===== config.mk =====
export PLATFORM = sky130hd
export DESIGN_NAME = qspi_target
export DESIGN_NICKNAME = d
export VERILOG_FILES = /design/src/rtl/qspi_target.sv
export SDC_FILE = /design/constraint.sdc
export NUM_CORES = 1
export LEC_CHECK = 0
export BUFFER_PORTS_ARGS = -buffer_cell sky130_fd_sc_hd__buf_2
export CORE_UTILIZATION = 40
export CTS_CLUSTER_DIAMETER = 50
export DETAILED_ROUTE_END_ITERATION = 8
export SLEW_MARGIN = 25
export SYNTH_ARGS = -nofsm -noshare
export SYNTH_HDL_FRONTEND = slang
export SYNTH_SLANG_ARGS = --single-unit

===== constraint.sdc =====
create_clock -name clk -period 3.48 [get_ports clk]
set_input_delay 0.87 -clock clk [delete_from_list [all_inputs] [get_ports clk]]
set_output_delay 0.87 -clock clk [all_outputs]
set_load 0.03 [all_outputs]

===== src/rtl/qspi_target.sv =====
// qspi_target: mode-0 SPI/QSPI responder streaming bytes into and out of a 16x8 register file.
// Ports: clk/rst_n system clock and asynchronous active-low reset; qspi_sck_i/qspi_csn_i/
// qspi_dq*_i initiator pins; qspi_dq*_o/qspi_dq*_en data outputs and per-lane drive enables;
// reg_rd_addr/reg_rd_dat host-side register read; wr_evt/wr_addr/wr_dat one-cycle report
// per byte written over SPI; busy high while a transaction is in progress.
module qspi_target #(
  parameter int unsigned DUMMY_CYC = 4
) (
  input  logic       clk,
  input  logic       rst_n,
  input  logic       qspi_sck_i,
  input  logic       qspi_csn_i,
  input  logic       qspi_dq0_i,
  input  logic       qspi_dq1_i,
  input  logic       qspi_dq2_i,
  input  logic       qspi_dq3_i,
  output logic       qspi_dq0_o,
  output logic       qspi_dq1_o,
  output logic       qspi_dq2_o,
  output logic       qspi_dq3_o,
  output logic       qspi_dq0_en,
  output logic       qspi_dq1_en,
  output logic       qspi_dq2_en,
  output logic       qspi_dq3_en,
  input  logic [3:0] reg_rd_addr,
  output logic [7:0] reg_rd_dat,
  output logic       wr_evt,
  output logic [3:0] wr_addr,
  output logic [7:0] wr_dat,
  output logic       busy
);
  typedef enum logic [2:0] {IDLE, CMD, DUMMY, WDATA, RDATA} state_e;
  state_e     state_q, state_d;
  logic [1:0] sck_sync_q, sck_sync_d, csn_sync_q, csn_sync_d;
  logic       sck_hist_q, sck_hist_d;
  logic [3:0] dq_sync1_q, dq_sync1_d, dq_sync2_q, dq_sync2_d;
  logic [3:0] cnt_q, cnt_d;
  logic [7:0] shift_q, shift_d, tx_q, tx_d;
  logic       quad_q, quad_d;
  logic [3:0] addr_q, addr_d;
  logic [7:0] regs_q [16];
  logic [7:0] regs_d [16];
  logic       wr_evt_q, wr_evt_d;
  logic [3:0] wr_addr_q, wr_addr_d;
  logic [7:0] wr_dat_q, wr_dat_d;
  logic [3:0] dq_o_q, dq_o_d, dq_en_q, dq_en_d;
  logic       sck_s, csn_s, rise, fall, at_last, wr_byte, drive;
  logic [3:0] dq_s;
  logic [7:0] shift_in, tx_src;
  assign sck_sync_d = {sck_sync_q[0], qspi_sck_i};
  assign csn_sync_d = {csn_sync_q[0], qspi_csn_i};
  assign dq_sync1_d = {qspi_dq3_i, qspi_dq2_i, qspi_dq1_i, qspi_dq0_i};
  assign dq_sync2_d = dq_sync1_q;
  assign sck_s      = sck_sync_q[1];
  assign csn_s      = csn_sync_q[1];
  assign dq_s       = dq_sync2_q;
  assign sck_hist_d = sck_s;
  assign rise       = sck_s & ~sck_hist_q;
  assign fall       = ~sck_s & sck_hist_q;
  assign at_last    = cnt_q == (quad_q ? 4'd1 : 4'd7);
  assign shift_in   = quad_q ? {shift_q[3:0], dq_s} : {shift_q[6:0], dq_s[0]};
  // a count of zero marks a byte boundary: fetch the next register instead of shifting
  assign tx_src     = (cnt_q == 4'd0) ? regs_q[addr_q] : tx_q;
  assign wr_byte    = state_q == WDATA && !csn_s && rise && at_last;
  assign drive      = state_q == RDATA && !csn_s;
  always_ff @(posedge clk or negedge rst_n) begin
    if (!rst_n) begin
      state_q    <= IDLE;
      sck_sync_q <= '0;
      csn_sync_q <= 2'b11;
      sck_hist_q <= 1'b0;
      dq_sync1_q <= '0;
      dq_sync2_q <= '0;
      cnt_q      <= '0;
      shift_q    <= '0;
      tx_q       <= '0;
      quad_q     <= 1'b0;
      addr_q     <= '0;
      regs_q     <= '{default: '0};
      wr_evt_q   <= 1'b0;
      wr_addr_q  <= '0;
      wr_dat_q   <= '0;
      dq_o_q     <= '0;
      dq_en_q    <= '0;
    end else begin
      state_q    <= state_d;
      sck_sync_q <= sck_sync_d;
      csn_sync_q <= csn_sync_d;
      sck_hist_q <= sck_hist_d;
      dq_sync1_q <= dq_sync1_d;
      dq_sync2_q <= dq_sync2_d;
      cnt_q      <= cnt_d;
      shift_q    <= shift_d;
      tx_q       <= tx_d;
      quad_q     <= quad_d;
      addr_q     <= addr_d;
      regs_q     <= regs_d;
      wr_evt_q   <= wr_evt_d;
      wr_addr_q  <= wr_addr_d;
      wr_dat_q   <= wr_dat_d;
      dq_o_q     <= dq_o_d;
      dq_en_q    <= dq_en_d;
    end
  end
  always_comb begin
    state_d = state_q;
    cnt_d   = cnt_q;
    shift_d = shift_q;
    tx_d    = tx_q;
    quad_d  = quad_q;
    addr_d  = addr_q;
    if (state_q != IDLE && csn_s) state_d = IDLE;
    else begin
      case (state_q)
        IDLE: if (!csn_s) begin
          state_d = CMD;
          cnt_d   = '0;
          shift_d = '0;
          quad_d  = 1'b0;
        end
        CMD: if (rise) begin
          shift_d = {shift_q[6:0], dq_s[0]};
          cnt_d   = cnt_q + 4'd1;
          if (cnt_q == 4'd7) begin
            cnt_d   = '0;
            shift_d = '0;
            quad_d  = shift_q[5];
            addr_d  = {shift_q[2:0], dq_s[0]};
            state_d = !shift_q[6] ? WDATA : (DUMMY_CYC == 0) ? RDATA : DUMMY;
          end
        end
        DUMMY: if (rise) begin
          cnt_d = cnt_q + 4'd1;
          if (cnt_q == 4'(DUMMY_CYC - 1)) begin
            cnt_d   = '0;
            state_d = RDATA;
          end
        end
        WDATA: if (rise) begin
          shift_d = shift_in;
          cnt_d   = at_last ? 4'd0 : cnt_q + 4'd1;
          addr_d  = at_last ? addr_q + 4'd1 : addr_q;
        end
        RDATA: if (fall) begin
          tx_d   = quad_q ? {tx_src[3:0], 4'h0} : {tx_src[6:0], 1'b0};
          cnt_d  = at_last ? 4'd0 : cnt_q + 4'd1;
          addr_d = (cnt_q == 4'd0) ? addr_q + 4'd1 : addr_q;
        end
        default: state_d = IDLE;
      endcase
    end
  end
  always_comb begin
    regs_d    = regs_q;
    wr_evt_d  = wr_byte;
    wr_addr_d = wr_byte ? addr_q : wr_addr_q;
    wr_dat_d  = wr_byte ? shift_in : wr_dat_q;
    if (wr_byte) regs_d[addr_q] = shift_in;
    dq_en_d   = !drive ? 4'h0 : fall ? (quad_q ? 4'hf : 4'h2) : dq_en_q;
    dq_o_d    = !drive ? 4'h0 : fall ? (quad_q ? tx_src[7:4] : {2'b00, tx_src[7], 1'b0}) : dq_o_q;
  end
  assign {qspi_dq3_o, qspi_dq2_o, qspi_dq1_o, qspi_dq0_o}     = dq_o_q;
  assign {qspi_dq3_en, qspi_dq2_en, qspi_dq1_en, qspi_dq0_en} = dq_en_q;
  assign reg_rd_dat = regs_q[reg_rd_addr];
  assign wr_evt     = wr_evt_q;
  assign wr_addr    = wr_addr_q;
  assign wr_dat     = wr_dat_q;
  assign busy       = state_q != IDLE;
endmodule


=== Yosys cells after proc, flatten, opt, wreduce, memory -nomap -nowiden ===
Index checks and enable logic that the tools add are counted.

* Bits in registers: 189
* Input port bits: 12
* Output and inout bits: 30
* Logic and storage cells: 139

* $add $sub $neg: 2
* $lt $le $gt $ge: 3
* Eq/ne operators: 22
* Muxes and demuxes: 52
* Bitwise gates (word level): 7
* Reductions and logical operators: 21

{| class="wikitable"
|+ Operator list
! kind !! number
|-
| $bwmux 128 || 1
|-
| $mux 4 || 20
|-
| $bmux 8 s4 || 2
|-
| $mux 8 || 8
|-
| $demux 8 s4 || 1
|-
| $mux 7 || 4
|-
| $mux 3 || 7
|-
| $pmux 7 s3 || 1
|-
| $pmux 4 s5 || 1
|-
| $ne 2x2->1 const B || 8
|-
| $ne 3x3->1 const B || 5
|-
| $pmux 3 s4 || 1
|-
| $pmux 4 s3 || 1
|-
| $ge 5x5->1 const B || 2
|-
| $not 4->5 || 2
|-
| $reduce_and 5->1 || 2
|-
| $reduce_bool 3->1 || 3
|-
| $add 4x1->4 const B || 2
|-
| $reduce_and 8->1 || 1
|-
| $reduce_and 7->1 || 1
|-
| $eq 3x2->1 const B || 2
|-
| $logic_and 1x1->1 || 6
|-
| $reduce_and 6->1 || 1
|-
| $lt 5x1->1 const B || 1
|-
| 17 further kinds || 24
|}

=== Depth between registers and ports, before layout ===
Gate-level depths: netlist of the first run.

* Depth after elaboration: 8
* Mapped depth: 11
* Gate-level depth less buffers: 8

=== Least setup slack after synthesis of the first run ===
No wires, ideal clock.

* Kind: in2out
* Start point: input reg_rd_addr[0]
* End point: output reg_rd_dat[2]
* Data arrival time: 2.764 ns
* Data required time: 2.610 ns
* Path slack: -0.154 ns
* Cell stages on the path: 4
* Path buffers: 2
* Path through: clkbuf_1 > buf_1 > mux4_2 > mux4_2

* Cells in the longest elaborated chain, start to end: 4

{| class="wikitable"
|+ Ends and longest elaborated chain
! element !! RTL line !! source
|-
| start, declared || 25 || <nowiki>input logic [3:0] reg_rd_addr,</nowiki>
|-
| $not 4->5 (implied by the code) || 164 || <nowiki>assign reg_rd_dat = regs_q[reg_rd_addr];</nowiki>
|-
| $bmux 8 s4 || 164 ||
|-
| $mux 8 (implied by the code) (2 in a row) || 164 ||
|-
| end, declared || 26 || <nowiki>output logic [7:0] reg_rd_dat,</nowiki>
|}

No other way between the ends. The select of a mux whose other input is x is not followed.

=== Final worst setup path of the first run ===
* Start point: input reg_rd_addr[0]
* End point: output reg_rd_dat[5]

Same word-level chain as after synthesis.

==> metrics, run 1 <==
Slew @ Worst Pin=around 1.0 ns; TritonRoute pass-1 iters=5; hold path startpoint=dq_sync1_q[2]; CTS Hold Bufs=0; placer congestion estimate=0.862; FF+latch count, synth=approximately 190; setup TNS=0 ns; CP cell instances=buf_2, buf_12, mux4_2, mux4_2, buf_2; post-CTS resize count=0; reg-to-reg slack, setup=slightly below 0.6 ns; Placeable Area=22900 um^2; Max VDD drop=0.000276 V; residual DRC count=0; Syn-to-layout area delta=12.5%; CP Class=in -> out; ANT cells=0; First DRT Iteration DRCs=606; DIE WIDTH=between 150 and 200 um; cell area power density=551 nW/um^2; vias=6915; reg-to-reg startpoint=cnt_q[2]; Site Rows=55; most common cell in the netlist=dfrtp_1; first-pass GRT wire length=41700 um; GR Util All Layers=0.230; fin area=about 11000 um^2; Worst Path Arrival=2.53 ns; clk_lat worst skew=0.43 ns; hold path depth=0; Synth top cells by count=184 x dfrtp_1, 167 x nand2_1, 113 x o21ai_1; fraction of layout cells with a size suffix above 1=0.213; post-detail-place hpwl=17800 um; Cells after Synth=857; CP max FO=32; placed cell areas=10000 um^2; register area share after synthesis=0.492; detailed-route wire length per cell=21.6 um; Initial Utilization=0.413; critical path's slowest cell=mux4_2; Die H=around 160 um; fin crit share=0.976; Vias/cell=5.73; final-report setup violation count=0; largest area contributor in the netlist=dfrtp_1; Finished Layout Cells=between 1000 and 1500; I/O pins=42; syn nets=875; Final Routed Wirelength=26000 um; f_max=slightly below 300 MHz; Final Hold Vio Count=0; Worst Clk Skew=0.00964 ns; syn avg cell area=between 10 and 15 um^2; CP startpoint kind=input pin; largest net degree at the start of global routing=a little under 90; max incr delay on CP=0.55 ns; Post-Syn Area=9470 um^2; Routed Antenna Nets=0; number of distinct library cells after synthesis=between 50 and 60; Hold Path Sink=dq_s[2]; number of port buffers=41; Final Critical Period=~3.4 ns; Crit path required time=2.61 ns; status=completed; CTS buffer count=17; Final Max Slew Viols=0; Die Footprint=24300 um^2; initial antenna violation count=0; grt total ovfl=0; Slew HR=0.304; fraction of registers with async set/reset=1.00; Final nets=899; Critical R2R Capture=regs_q[41]; Worst-path clk slew=0.06 ns; HP Class=reg -> reg; vias in the first global route=7002; Synth area leaders=dfrtp_1 49%, mux4_2 15%, nand2_1 6.6%; Max clock buf depth=2; CTS root buffer=clkbuf_16; Cells after DPL=1175; Post-synth EDFFs=0; Ys Warns=0; RSZ-0062 raised after global routing=no; crit end category=primary output; Clock Sinks=between 150 and 200; Worst R2R Path Depth=8; depth of the CTS H-tree=4; post-CTS setup buffers=0; Synth top area share=0.486; Max-Cap Viols=0; Primary FF master, synth=dfrtp_1; TritonCTS clock tree=built; Leak=roughly 4.4 nW
report_power, final:
group          internal (mW)  switching [mW]  total, mW
sequential              2.23           0.239       2.47
combinational          0.486           0.832       1.32
clock                   1.24           0.843       2.08
sequential cells by signal (all words and copies together) (netlist names), 2 cells and up:
signal      flops
wr_addr         4
state_q         3
wr_dat          8
sck_sync_q      2
dq_o_q          4
dq_s            4
addr_q          4
csn_sync_q      2
cnt_q           4
dq_en_q         2
shift_q         7
dq_sync1_q      4
tx_q            7
regs_q        128
layer usage:
layer  track usage  part of all wire
met3        0.0528             0.065
met1         0.323              0.45
met2         0.346              0.45
met4        0.0896             0.028
met5        0.0104            0.0012
layout make-up:
| class | count | area, um^2 |
|---|---|---|
| clock buffer | 20 | 457 |
| inverter | 9 | 38.8 |
| clock inverter | 11 | 170 |
| sequential | 186 | 4660 |
| fill | 2142 | 12300 |
| timing repair buffer | 71 | 502 |
| tap | 313 | 392 |
| multi-input combinational | 596 | 4440 |
placed cells by master, fill, tap and decap left out, types with 5 or more instances in the layout:
cell type / netlist / routed
ha_1: 6 / 6
mux2_1: 9 / 9
clkbuf_16: 0 / 17
mux2_4: 7 / 7
nor2b_1: 9 / 9
mux2_2: 7 / 7
nand2b_1: 7 / 7
nand3_1: 18 / 18
nand3_4: 7 / 7
nand2_1: 167 / 167
o22ai_1: 7 / 7
inv_1: 6 / 6
buf_12: 1 / 5
nor3_1: 12 / 12
a22oi_1: 5 / 5
mux2i_1: 23 / 23
mux4_2: 62 / 62
dfrtp_1: 184 / 183
nor2_1: 30 / 30
buf_4: 2 / 25
a21oi_1: 17 / 17
o21ai_1: 113 / 113
o21ai_0: 32 / 32
buf_2: 14 / 40
worst max path at each step:
stage | end | cells past startpoint | from | slack, ns
finish | reg_rd_dat[5] | 5 | reg_rd_addr[0] | 0.08
global route | reg_rd_dat[5] | 5 | reg_rd_addr[0] | 0.02
CTS | reg_rd_dat[4] | 5 | reg_rd_addr[0] | 0.08
detailed placement | reg_rd_dat[4] | 5 | reg_rd_addr[0] | 0.09
global placement | reg_rd_dat[5] | 5 | reg_rd_addr[0] | 0.1
floorplan | reg_rd_dat[2] | 4 | reg_rd_addr[0] | 0.12
critical path, delay by kind of cell:
family / cells / cell delay [ns]
mux: 2 / 1.06
buf+inv: 3 / 0.55
cell families after synthesis:
| group | share of synthesized area |
|---|---|
| and+or+nand+nor | 0.136 |
| AOI/OAI and AO/OA | 0.122 |
| DFF | 0.492 |
| muxes | 0.202 |
| buffers and inverters | 0.0401 |
| adders and majority gates | 0.00792 |
| xor gates and xnor gates | 0.000925 |
metrics by stage:
| step | util | worst slack, ns | power [mW] | hold slack [ns] |
|---|---|---|---|---|
| 2_1_floorplan | - | 0.122 | 3.33 | 0.331 |
| 3_3_place_gp | 0.438 | 0.0968 | 3.79 | 0.333 |
| 3_5_place_dp | 0.438 | 0.0897 | 3.81 | 0.336 |
| 4_1_cts | 0.465 | 0.0828 | 5.88 | 0.352 |
| 5_1_grt | 0.465 | 0.0241 | 6.10 | 0.360 |
| 6_report | 0.465 | 0.0843 | 5.87 | 0.349 |
Note: power is estimated with default switching activity, not from simulation.
==> run 2, diff against run 1 <==
ABC_AREA = 1   (was default)
==> metrics, run 2 <==
number of port buffers=41 (unchanged); Final Max Slew Viols=0 (unchanged); CP startpoint kind=input pin (unchanged); WHS=0.352 ns (was 0.349 ns); Final Critical Period=3.10 ns (was 3.40 ns); largest area contributor in the netlist=dfrtp_1 (unchanged); Final Hold Vio Count=0 (unchanged); Finished Layout Cells=1664 (was 1206); f_max=322 MHz (was 294 MHz); register area share after synthesis=0.465 (was 0.492); Crit path required time=2.61 ns (about the same); Synth top area share=0.460 (was 0.486); Max clock buf depth=2 (unchanged); TritonRoute pass-1 iters=6 (was 5); Post-Syn Area=10000 um^2 (was 9470 um^2); Reg with most FFs=regs_q (unchanged); number of flip-flops in the largest register=128 (unchanged); fin crit share=0.892 (was 0.976); post-CTS resize count=0 (unchanged); most frequent cells in the layout=385 x nand2_1, 183 x dfrtp_1, 161 x o21ai_0 (was 183 x dfrtp_1, 167 x nand2_1, 113 x o21ai_1); Die Footprint=25700 um^2 (was 24300 um^2); post-detail-place hpwl=20000 um (was 17800 um); vias=8855 (was 6915); hold path depth=0 (unchanged); Max VDD drop=0.000364 V (was 0.000276 V); First DRT Iteration DRCs=884 (was 606); DIE WIDTH=160 um (was 156 um); Final Routed Wirelength=29300 um (was 26000 um); status=completed (unchanged); FF+latch count, synth=186 (unchanged); min setup slack post-route=0.377 ns (was 0.0843 ns); setup TNS=0 ns (unchanged); final design utilization=0.453 (was 0.465); CTS buffer count=17 (unchanged); Initial Utilization=0.409 (was 0.413); Synth area leaders=dfrtp_1 46%, nand2_1 14%, o21ai_0 8.0% (was dfrtp_1 49%, mux4_2 15%, nand2_1 6.6%); syn avg cell area=7.61 um^2 (was 11.1 um^2); clk_lat worst skew=0.45 ns (was 0.43 ns); Worst Clk Skew=0.0144 ns (was 0.00964 ns); Final nets=1345 (was 899); Leak=5.12 nW (was 4.43 nW); largest net degree at the start of global routing=84 (was 88); Worst-path clk slew=0.08 ns (was 0.06 ns); CTS root buffer=clkbuf_16 (unchanged); fraction of layout cells with a size suffix above 1=0.102 (was 0.213); grt total ovfl=0 (unchanged); syn nets=1334 (was 875); vias in the first global route=8101 (was 7002); final-report setup violation count=0 (unchanged); depth of the CTS H-tree=4 (unchanged); Die H=160 um (was 156 um); CTS Hold Bufs=0 (unchanged); Post-Place Setup Slack=0.399 ns (was 0.0897 ns); CP Class=in -> out (unchanged); Slew @ Worst Pin=0.989 ns (was 1.04 ns); fraction of registers with async set/reset=1.00 (unchanged); cell area power density=644 nW/um^2 (was 551 nW/um^2); detailed-route wire length per cell=17.6 um (was 21.6 um); Cells after Synth=1316 (was 857); TritonCTS clock tree=built (unchanged); Syn-to-layout area delta=10.7% (was 12.5%); Cells after DPL=1632 (was 1175); commonest non-fill, non-tap cell in the layout=nand2_1 (was dfrtp_1); GR Util All Layers=0.234 (was 0.230); Routed Antenna Nets=0 (unchanged); Max-Cap Viols=0 (unchanged); Vias/cell=5.32 (was 5.73); HP Class=reg -> reg (unchanged); Primary FF master, synth=dfrtp_1 (unchanged); initial antenna violation count=0 (unchanged); most common cell in the netlist=nand2_1 (was dfrtp_1); Site Rows=57 (was 55); Post-synth EDFFs=0 (unchanged); Worst R2R Path Depth=9 (was 8); Clock Sinks=186 (unchanged); ANT cells=0 (unchanged); placer congestion estimate=0.884 (was 0.862); first-pass GRT wire length=46300 um (was 41700 um); number of distinct library cells after synthesis=38 (was 58); post-CTS setup buffers=0 (unchanged); fill count=2471 (was 2142); Synth top cells by count=385 x nand2_1, 184 x dfrtp_1, 161 x o21ai_0 (was 184 x dfrtp_1, 167 x nand2_1, 113 x o21ai_1); residual DRC count=0 (unchanged); Slew HR=0.337 (was 0.304); I/O pins=42 (unchanged); crit end category=primary output (unchanged); RSZ-0062 raised after global routing=no (unchanged); Worst Path Arrival=2.23 ns (was 2.53 ns); Placeable Area=24500 um^2 (was 22900 um^2); Ys Warns=0 (unchanged); CP max FO=41 (was 32)
[run 2: kinds of logic after synthesis]
logic type,after synthesis,synth area share
XOR/XNOR,3,0.00262
buffers and inverters,197,0.0889
adder cells (fa/ha/maj),6,0.00750
AO/OA/AOI/OAI,345,0.186
AND/OR/NAND/NOR,570,0.241
flip-flops,186,0.465
multiplexers,9,0.00912
[run 2: stage by stage]
stage | cell area (um^2) | power, mW
after floorplan | 10000 | 4.16
after global placement | 10500 | 5.11
after detailed placement | 10500 | 5.14
after CTS | 11100 | 7.14
after global routing | 11100 | 7.54
final | 11100 | 7.14
[run 2: power by group]
| group | switching [mW] | internal [mW] |
|---|---|---|
| logic | 2.00 | 0.726 |
| clock network | 0.971 | 1.04 |
| registers | 0.132 | 2.28 |
| total | 3.10 | 4.04 |
[run 2: path summary, 6_finish.rpt]
| kind | slack [ns] | startpoint | end |
|---|---|---|---|
| max in group asynchronous | 2.28 | rst_n | regs_q[50] |
| max reg2reg | 0.74 | quad_q | regs_q[78] |
| max | 0.38 | reg_rd_addr[1] | reg_rd_dat[7] |
| min reg2reg | 0.35 | dq_sync1_q[0] | dq_s[0] |
| min | 0.35 | dq_sync1_q[0] | dq_s[0] |
| min in group asynchronous | 0.44 | rst_n | wr_dat[3] |
[run 2: critical path: stages]
cell	delay (ns)
buf_2	0.27
buf_12	0.25
o21ai_0	0.12
a21oi_1	0.17
o221ai_1	0.16
nand2_1	0.14
buf_2	0.21
[run 2: final cells by class]
class	count	area [um^2]	share of cell area
clock buffers	18	429	0.0387
clock inverters	14	186	0.0168
inverters	117	440	0.0397
multi-input cells	933	4470	0.403
flip-flops and latches	186	4660	0.420
well taps	324	405	0.0366
repair buffers	72	499	0.0450
[run 2: routing by layer]
| metal | up-vias | part of all wire | global-route usage |
|---|---|---|---|
| li1 | 4331 | - | - |
| met1 | 4204 | 0.46 | 0.333 |
| met2 | 274 | 0.45 | 0.360 |
| met3 | 46 | 0.059 | 0.0413 |
| met4 | 0 | 0.023 | 0.0766 |
| met5 | - | 0 | 0 |
